**src/rtl/ctrl_rw_sched.sv**
```systemverilog
// ctrl_rw_sched: read/write data-phase scheduler between CAS issue and the DDR data path.
// Latency: a command issued at edge k raises its strobe (registered) at edge k+d, where d is the clamped delay.
// Backpressure: none; a command arriving with every slot busy is dropped and flags sticky overflow.
//
// Ports:
//   CK_t, reset           clock (rising edge) and asynchronous active-high reset
//   cas_rdy, cas_req      CAS issued this cycle; type 00 WR, 01 RD, 10 WRA, 11 RDA
//   CL, CWL, AL           CAS latency, CAS write latency, additive latency
//   RD_PRE, WR_PRE        read / write preamble clocks subtracted from the latency
//   rd_rdy, wr_rdy        1-cycle data-phase start strobes
//   rda_rdy, wra_rdy      autoprecharge variants (only with CTRL_RW_AUTOPRE_EN, else 0)
//   rw_done               last clock of a BL/2-clock data burst
//   data_idle             no outstanding command and no burst in flight
//   full                  all DEPTH slots occupied
//   overflow, collision   sticky error flags, cleared only by reset
//
// Optional feature: define CTRL_RW_AUTOPRE_EN to keep WRA/RDA distinct and drive
// wra_rdy/rda_rdy; otherwise WRA folds into WR, RDA into RD, and types use 1 bit.

module ctrl_rw_sched #(
  parameter int DEPTH = 8,
  parameter int LAT_W = 6,
  parameter int BL    = 8
) (
  input  logic             CK_t,
  input  logic             reset,
  input  logic             cas_rdy,
  input  logic [1:0]       cas_req,
  input  logic [LAT_W-1:0] CL,
  input  logic [LAT_W-1:0] CWL,
  input  logic [LAT_W-1:0] AL,
  input  logic [LAT_W-1:0] RD_PRE,
  input  logic [LAT_W-1:0] WR_PRE,
  output logic             rd_rdy,
  output logic             wr_rdy,
  output logic             rda_rdy,
  output logic             wra_rdy,
  output logic             rw_done,
  output logic             data_idle,
  output logic             full,
  output logic             overflow,
  output logic             collision
);

  localparam int BST_W = $clog2(BL/2 + 1);
  localparam logic [BST_W-1:0] BST_LEN = BST_W'(BL/2);

`ifdef CTRL_RW_AUTOPRE_EN
  localparam int TYP_W = 2;
`else
  localparam int TYP_W = 1;
`endif

  // Slot storage
  logic [DEPTH-1:0] slot_vld;
  logic [LAT_W-1:0] slot_cnt  [DEPTH];
  logic [TYP_W-1:0] slot_type [DEPTH];
  logic [BST_W-1:0] burst_cnt;

  // ---------------------------------------------------------------------------
  // Delay calculation. Two extra bits keep CL+AL-PRE exact: bit LAT_W+1 is the
  // sign, and bit LAT_W set on a non-negative value means beyond the counter range.
  // The slot stores d-1 so that the release edge lands exactly on k+d.
  // ---------------------------------------------------------------------------
  logic [LAT_W+1:0] d_rd;
  logic [LAT_W+1:0] d_wr;
  logic [LAT_W+1:0] d_sel;
  logic [LAT_W-1:0] push_cnt;
  logic [TYP_W-1:0] push_type;

  always_comb begin
    d_rd  = {2'b00, CL}  + {2'b00, AL} - {2'b00, RD_PRE};
    d_wr  = {2'b00, CWL} + {2'b00, AL} - {2'b00, WR_PRE};
    d_sel = cas_req[0] ? d_rd : d_wr;
    if (d_sel[LAT_W+1] || (d_sel == '0)) begin
      push_cnt = '0;                                   // d < 1 clamps to 1
    end else if (d_sel[LAT_W]) begin
      push_cnt = {{(LAT_W-1){1'b1}}, 1'b0};            // d saturates at 2^LAT_W-1
    end else begin
      push_cnt = d_sel[LAT_W-1:0] - LAT_W'(1);
    end
  end

`ifdef CTRL_RW_AUTOPRE_EN
  assign push_type = cas_req;
`else
  // Autoprecharge variants collapse onto their plain type; only rd/wr is kept.
  logic unused_req_hi;
  assign push_type     = cas_req[0];
  assign unused_req_hi = cas_req[1];
`endif

  // ---------------------------------------------------------------------------
  // Release and push selection
  // ---------------------------------------------------------------------------
  logic [DEPTH-1:0] zero_mask;
  logic [DEPTH-1:0] rel_mask;
  logic [DEPTH-1:0] free_mask;
  logic [DEPTH-1:0] push_mask;
  logic [DEPTH-1:0] vld_next;
  logic             rel_any;
  logic             multi_zero;
  logic             push_any;
  logic             push_ok;
  logic [TYP_W-1:0] rel_type;

  always_comb begin
    for (int i = 0; i < DEPTH; i++) begin
      zero_mask[i] = slot_vld[i] && (slot_cnt[i] == '0);
    end
  end

  // x & -x isolates the lowest set bit: lowest-index due slot wins the release.
  assign rel_mask   = zero_mask & (~zero_mask + DEPTH'(1));
  assign rel_any    = |zero_mask;
  assign multi_zero = |(zero_mask & ~rel_mask);

  // A slot releasing this edge counts as free, so a push into a full table
  // on a release edge is still accepted.
  assign free_mask = ~slot_vld | rel_mask;
  assign push_mask = free_mask & (~free_mask + DEPTH'(1));
  assign push_any  = |free_mask;
  assign push_ok   = cas_rdy && push_any;
  assign vld_next  = (slot_vld & ~rel_mask) | (push_ok ? push_mask : '0);

  always_comb begin
    rel_type = '0;
    for (int i = 0; i < DEPTH; i++) begin
      if (rel_mask[i]) begin
        rel_type = rel_type | slot_type[i];
      end
    end
  end

  // ---------------------------------------------------------------------------
  // Strobe decode and burst tracking
  // ---------------------------------------------------------------------------
  logic             rd_set;
  logic             wr_set;
  logic             rda_set;
  logic             wra_set;
  logic [BST_W-1:0] burst_next;

`ifdef CTRL_RW_AUTOPRE_EN
  always_comb begin
    rd_set  = rel_any && (rel_type == 2'b01);
    wr_set  = rel_any && (rel_type == 2'b00);
    rda_set = rel_any && (rel_type == 2'b11);
    wra_set = rel_any && (rel_type == 2'b10);
  end
`else
  always_comb begin
    rd_set  = rel_any &&  rel_type[0];
    wr_set  = rel_any && !rel_type[0];
    rda_set = 1'b0;
    wra_set = 1'b0;
  end
`endif

  always_comb begin
    if (rel_any) begin
      burst_next = BST_LEN;
    end else if (burst_cnt != '0) begin
      burst_next = burst_cnt - BST_W'(1);
    end else begin
      burst_next = '0;
    end
  end

  // ---------------------------------------------------------------------------
  // State and registered outputs
  // ---------------------------------------------------------------------------
  always_ff @(posedge CK_t or posedge reset) begin
    if (reset) begin
      slot_vld  <= '0;
      for (int i = 0; i < DEPTH; i++) begin
        slot_cnt[i]  <= '0;
        slot_type[i] <= '0;
      end
      burst_cnt <= '0;
      rd_rdy    <= 1'b0;
      wr_rdy    <= 1'b0;
      rda_rdy   <= 1'b0;
      wra_rdy   <= 1'b0;
      rw_done   <= 1'b0;
      data_idle <= 1'b1;
      full      <= 1'b0;
      overflow  <= 1'b0;
      collision <= 1'b0;
    end else begin
      slot_vld <= vld_next;
      for (int i = 0; i < DEPTH; i++) begin
        if (push_ok && push_mask[i]) begin
          slot_cnt[i]  <= push_cnt;
          slot_type[i] <= push_type;
        end else if (slot_vld[i] && (slot_cnt[i] != '0)) begin
          slot_cnt[i]  <= slot_cnt[i] - LAT_W'(1);
        end
      end
      burst_cnt <= burst_next;
      rd_rdy    <= rd_set;
      wr_rdy    <= wr_set;
      rda_rdy   <= rda_set;
      wra_rdy   <= wra_set;
      rw_done   <= (burst_next == BST_W'(1));
      // Occupancy is taken from before this edge (a fresh push shows up one
      // edge later), while the burst is taken after this edge so idle rises
      // on the edge the final burst clock ends.
      data_idle <= (slot_vld == '0) && (burst_next == '0);
      full      <= &vld_next;
      overflow  <= overflow | (cas_rdy && !push_any);
      // Either a second slot came due alongside the released one, or a new
      // burst is cut in before the running one reached its last clock.
      collision <= collision | multi_zero | (rel_any && (burst_cnt > BST_W'(1)));
    end
  end

  // At most one data-phase strobe may be active in any cycle.
  strobe_onehot: assert property (@(posedge CK_t) disable iff (reset)
    $onehot0({rd_rdy, wr_rdy, rda_rdy, wra_rdy}));

endmodule

```
**config.mk**
```make
export PLATFORM = sky130hd
export DESIGN_NAME = ctrl_rw_sched
export DESIGN_NICKNAME = d
export VERILOG_FILES = /design/src/rtl/ctrl_rw_sched.sv
export SDC_FILE = /design/constraint.sdc
export NUM_CORES = 1
export LEC_CHECK = 0
export BUFFER_PORTS_ARGS = -buffer_cell sky130_fd_sc_hd__buf_2
export CORE_ASPECT_RATIO = 0.8
export CORE_UTILIZATION = 50
export CTS_BUF_LIST = sky130_fd_sc_hd__clkbuf_16
export CTS_CLUSTER_DIAMETER = 80
export DETAILED_ROUTE_END_ITERATION = 10
export GPL_ROUTABILITY_DRIVEN = 0
export GPL_TIMING_DRIVEN = 0
export MAX_ROUTING_LAYER = met4
export PLACE_DENSITY = 0.81
export SYNTH_ARGS = -nofsm -noshare
export SYNTH_HDL_FRONTEND = slang
export SYNTH_SLANG_ARGS = --single-unit
```
**constraint.sdc**
```tcl
create_clock -name CK_t -period 3.7 [get_ports CK_t]
set_input_delay 0.74 -clock CK_t [delete_from_list [all_inputs] [get_ports CK_t]]
set_output_delay 0.74 -clock CK_t [all_outputs]
set_load 0.02 [all_outputs]
```
==> impl_metrics.env <==
export IMPL_run_status="finished clean"
export IMPL_final_setup_skew_ns=0.004417
export IMPL_ir_drop_mv=0.2710
export IMPL_cells_on_worst_hold_path=1
export IMPL_final_antenna_net_count=0
export IMPL_die_area_um2=11090
export IMPL_fin_nets=703
export IMPL_worst_ep_required_time_ns=3.90
export IMPL_fin_cells=769
export IMPL_drive_above_1_share_pct=16.06
export IMPL_drt_iter0_drc=437
export IMPL_synth_seq_area_share_pct=34.74
export IMPL_synth_edf_count=0
export IMPL_grt_pass1_wl_mm=21.69
export IMPL_synth_top_flop_cell="sky130_fd_sc_hd__dfrtp_1"
export IMPL_grt_setup_unrepaired="no"
export IMPL_hold_path_class="reg2reg"
export IMPL_grt_overflow=0
export IMPL_avgViaCountPerCell=5.892
export IMPL_timing_max_slew_rel_slack_pct=30.22
export IMPL_path_cells="buf_2 > fa_1 > ha_1 > a211oi_1 > nor2_1 > mux2i_1 > a211o_1 > o41ai_4 > a21o_2 > o221ai_1"
export IMPL_r2r_slack_ns=0.57
export IMPL_synth_cell_type_count=74
export IMPL_mapped_avg_cell_area_um2=9.292
export IMPL_inserted_diodes=0
export IMPL_areaGrowthSynthToFinish_pct=14.14
export IMPL_clock_path_buffers=2
export IMPL_worst_r2r_startpoint="slot_cnt[33]"
export IMPL_startpoint_type="primary input"
export IMPL_cts_hold_buffers=0
export IMPL_worstSkewPairLatency_ns=0.34
export IMPL_regToRegEndpoint="slot_type[0]"
export IMPL_grt_start_max_net_pins=75
export IMPL_cp_slowest_cell="sky130_fd_sc_hd__fa_1"
export IMPL_finalWirelength_mm=12.57
export IMPL_smallest_hold_slack_ns=0.4759
export IMPL_initial_core_util_pct=51.67
export IMPL_place_hpwl_mm=9.090
export IMPL_post_route_min_period_ns=3.510
export IMPL_clock_sinks=74
export IMPL_holdCritStartpoint="collision"
export IMPL_hold_end="collision"
export IMPL_post_route_worst_setup_slack_ns=0.1899
export IMPL_dr_total_vias=4531
export IMPL_cellPowerDensity_nw_per_um2=660.4
export IMPL_htree_num_levels=3
export IMPL_clk_pin_slew_ns=0.05
export IMPL_grt_total_usage_pct=25.33
export IMPL_synthCells=574
export IMPL_detail_route_wl_per_cell_um=16.34
export IMPL_p_leak_nw=2.856
export IMPL_cts_buffers=9
export IMPL_postSynth_asyncResetShare_pct=100.0
export IMPL_finalSetupViolCount=0
export IMPL_crit_path_end_kind="register"
export IMPL_cap_violations=0
export IMPL_site_row_count=33
export IMPL_cp_num_buf_inv=1
export IMPL_tritoncts="built"
export IMPL_critical_path_class="in2reg"
export IMPL_antenna_found_initial=0
export IMPL_synth_seq_cells=74
export IMPL_fp_coreArea_um2=10320
export IMPL_finalHoldViolCount=0
export IMPL_worst_path_max_fanout=8
export IMPL_ports=44
export IMPL_cts_root_buf="sky130_fd_sc_hd__clkbuf_16"
export IMPL_die_w_um=117.5
export IMPL_drcViolationCount=0
export IMPL_pre_cts_ws_ns=-0.5660
export IMPL_die_height_um=94.38
export IMPL_tightest_slew_ns=1.033
export IMPL_timing_final_crit_share_pct=94.87
export IMPL_synth_area_um2=5334
export IMPL_cp_slowest_stage_delay_ns=0.50
export IMPL_post_place_cells=754
export IMPL_port_buffers=39
export IMPL_category_of_cells_accounting_for_the_largest_share_of_critical_path_delay="compound AO/OA/AOI/OAI gates"
export IMPL_rr_worst_depth=7
export IMPL_dr_pass1_iters=5
export IMPL_synth_yosys_warnings=0
export IMPL_arrival_time_at_the_worst_endpoint_ns=3.71
export IMPL_drv_slew=0
export IMPL_clock_fmax_ghz=0.2849
export IMPL_grt_pass1_vias=4526
report_power, final:
part           leakage [nW]  internal [mW]  switching (mW)
registers             0.872           1.04           0.197
clock network         0.162          0.651           0.328
logic                  1.82          0.721            1.09
how the worst max path moves through the flow:
stage / slack [ns] / cells past startpoint / startpoint / to
2_1_floorplan: 0.16 / 11 / CWL[4] / slot_cnt[42]
3_3_place_gp: -0.39 / 11 / CWL[1] / slot_cnt[42]
3_5_place_dp: -0.57 / 11 / CWL[1] / slot_cnt[42]
4_1_cts: 0.02 / 10 / CWL[1] / slot_cnt[43]
5_1_grt: 0.03 / 10 / CL[1] / slot_cnt[45]
6_report: 0.19 / 10 / AL[1] / slot_cnt[45]
flip-flops by register name, summed over array words and instances (netlist names):
signal and flops:
overflow 1, burst_cnt 3, wr_rdy 1, collision 1
rd_rdy 1, rw_done 1, slot_type 8, slot_cnt 48
data_idle 1, full 1, slot_vld 8
area by class of cell:
class / count / area (um^2)
buffer: 16 / 80.08
tap: 140 / 175.2
clock inverter: 7 / 108.9
multi-input combinational: 427 / 3234
clock buffer: 9 / 225.2
fill: 883 / 4234
sequential: 74 / 1853
timing repair buffer: 39 / 195.2
inverter: 57 / 216.5
per-layer routing:
metal / up-vias / routed length [um] / track usage [%]
li1: 2153 / - / -
met1: 2191 / 5483 / 30.65
met2: 159 / 6098 / 41.81
met3: 28 / 721 / 5.978
met4: 0 / 264 / 8.974
met5: - / 0 / -
synth_stat cells, drive strengths merged (7+ instances only):
cell type  count  area share (%)
nand2         50             3.6
nor3          17             1.6
clkbuf         9            0.63
a21oi         18             1.7
xor2          17             2.8
nand3         16             1.5
mux2i         25             4.7
o221ai         9             1.5
nand2b        10             1.2
dfrtp         73              34
inv           57             4.0
nor4           7            0.82
ha            32             7.5
o21ai         38             3.6
fa            12             4.5
or3            9             1.2
xnor2         21             3.4
nor2          30             2.1
buf            8            0.94
mux2          11             2.4
metrics by stage:
stage / total power, mW / TNS [ns] / instance area [um^2] / util (%)
6_report: 4.021 / 0 / 6088 / 58.98
5_1_grt: 4.320 / 0 / 6088 / 58.98
4_1_cts: 3.984 / 0 / 6056 / 58.67
3_5_place_dp: 2.970 / -14.72 / 5710 / 55.32
3_3_place_gp: 2.847 / -7.713 / 5708 / 55.30
2_1_floorplan: 2.519 / 0 / 5338 / -
placed cells by master (no fill, tap or decap), types with 5 or more instances in the layout:
master / n
sky130_fd_sc_hd__dfrtp_1: 73
sky130_fd_sc_hd__inv_1: 57
sky130_fd_sc_hd__nand2_1: 49
sky130_fd_sc_hd__buf_2: 43
sky130_fd_sc_hd__o21ai_0: 36
sky130_fd_sc_hd__ha_1: 32
sky130_fd_sc_hd__nor2_1: 30
sky130_fd_sc_hd__mux2i_1: 25
sky130_fd_sc_hd__xnor2_1: 21
sky130_fd_sc_hd__a21oi_1: 18
sky130_fd_sc_hd__xor2_1: 17
sky130_fd_sc_hd__nor3_1: 17
sky130_fd_sc_hd__nand3_1: 16
sky130_fd_sc_hd__fa_1: 12
sky130_fd_sc_hd__nand2b_1: 10
sky130_fd_sc_hd__mux2_2: 10
sky130_fd_sc_hd__o221ai_1: 9
sky130_fd_sc_hd__clkbuf_16: 9
sky130_fd_sc_hd__clkbuf_1: 8
sky130_fd_sc_hd__or3_1: 7
sky130_fd_sc_hd__nor4_1: 7
sky130_fd_sc_hd__o22ai_1: 6
sky130_fd_sc_hd__or2_2: 5
sky130_fd_sc_hd__o211ai_1: 5
sky130_fd_sc_hd__a31oi_1: 5
sky130_fd_sc_hd__or4_1: 5
cells by family (layout without fill, tap and decap cells):
logic type	count (synthesis)	count (layout)	synth area share [%]
DFF	74	74	34.74
and+or+nand+nor	182	182	18.37
AOI/OAI and AO/OA	125	125	15.90
xor gates and xnor gates	38	38	6.240
adders and majority gates	44	44	12.01
other	1	2	0.07031
muxes	36	36	7.084
buffers and inverters	74	128	5.583
repair_timing:
item / in CTS / in global routing
setup buffers: 0 / 0
endpoints found under the setup margin: 18 / 39
resized for setup: 4 / 6
No activity file was read; power rests on OpenSTA's default activity.
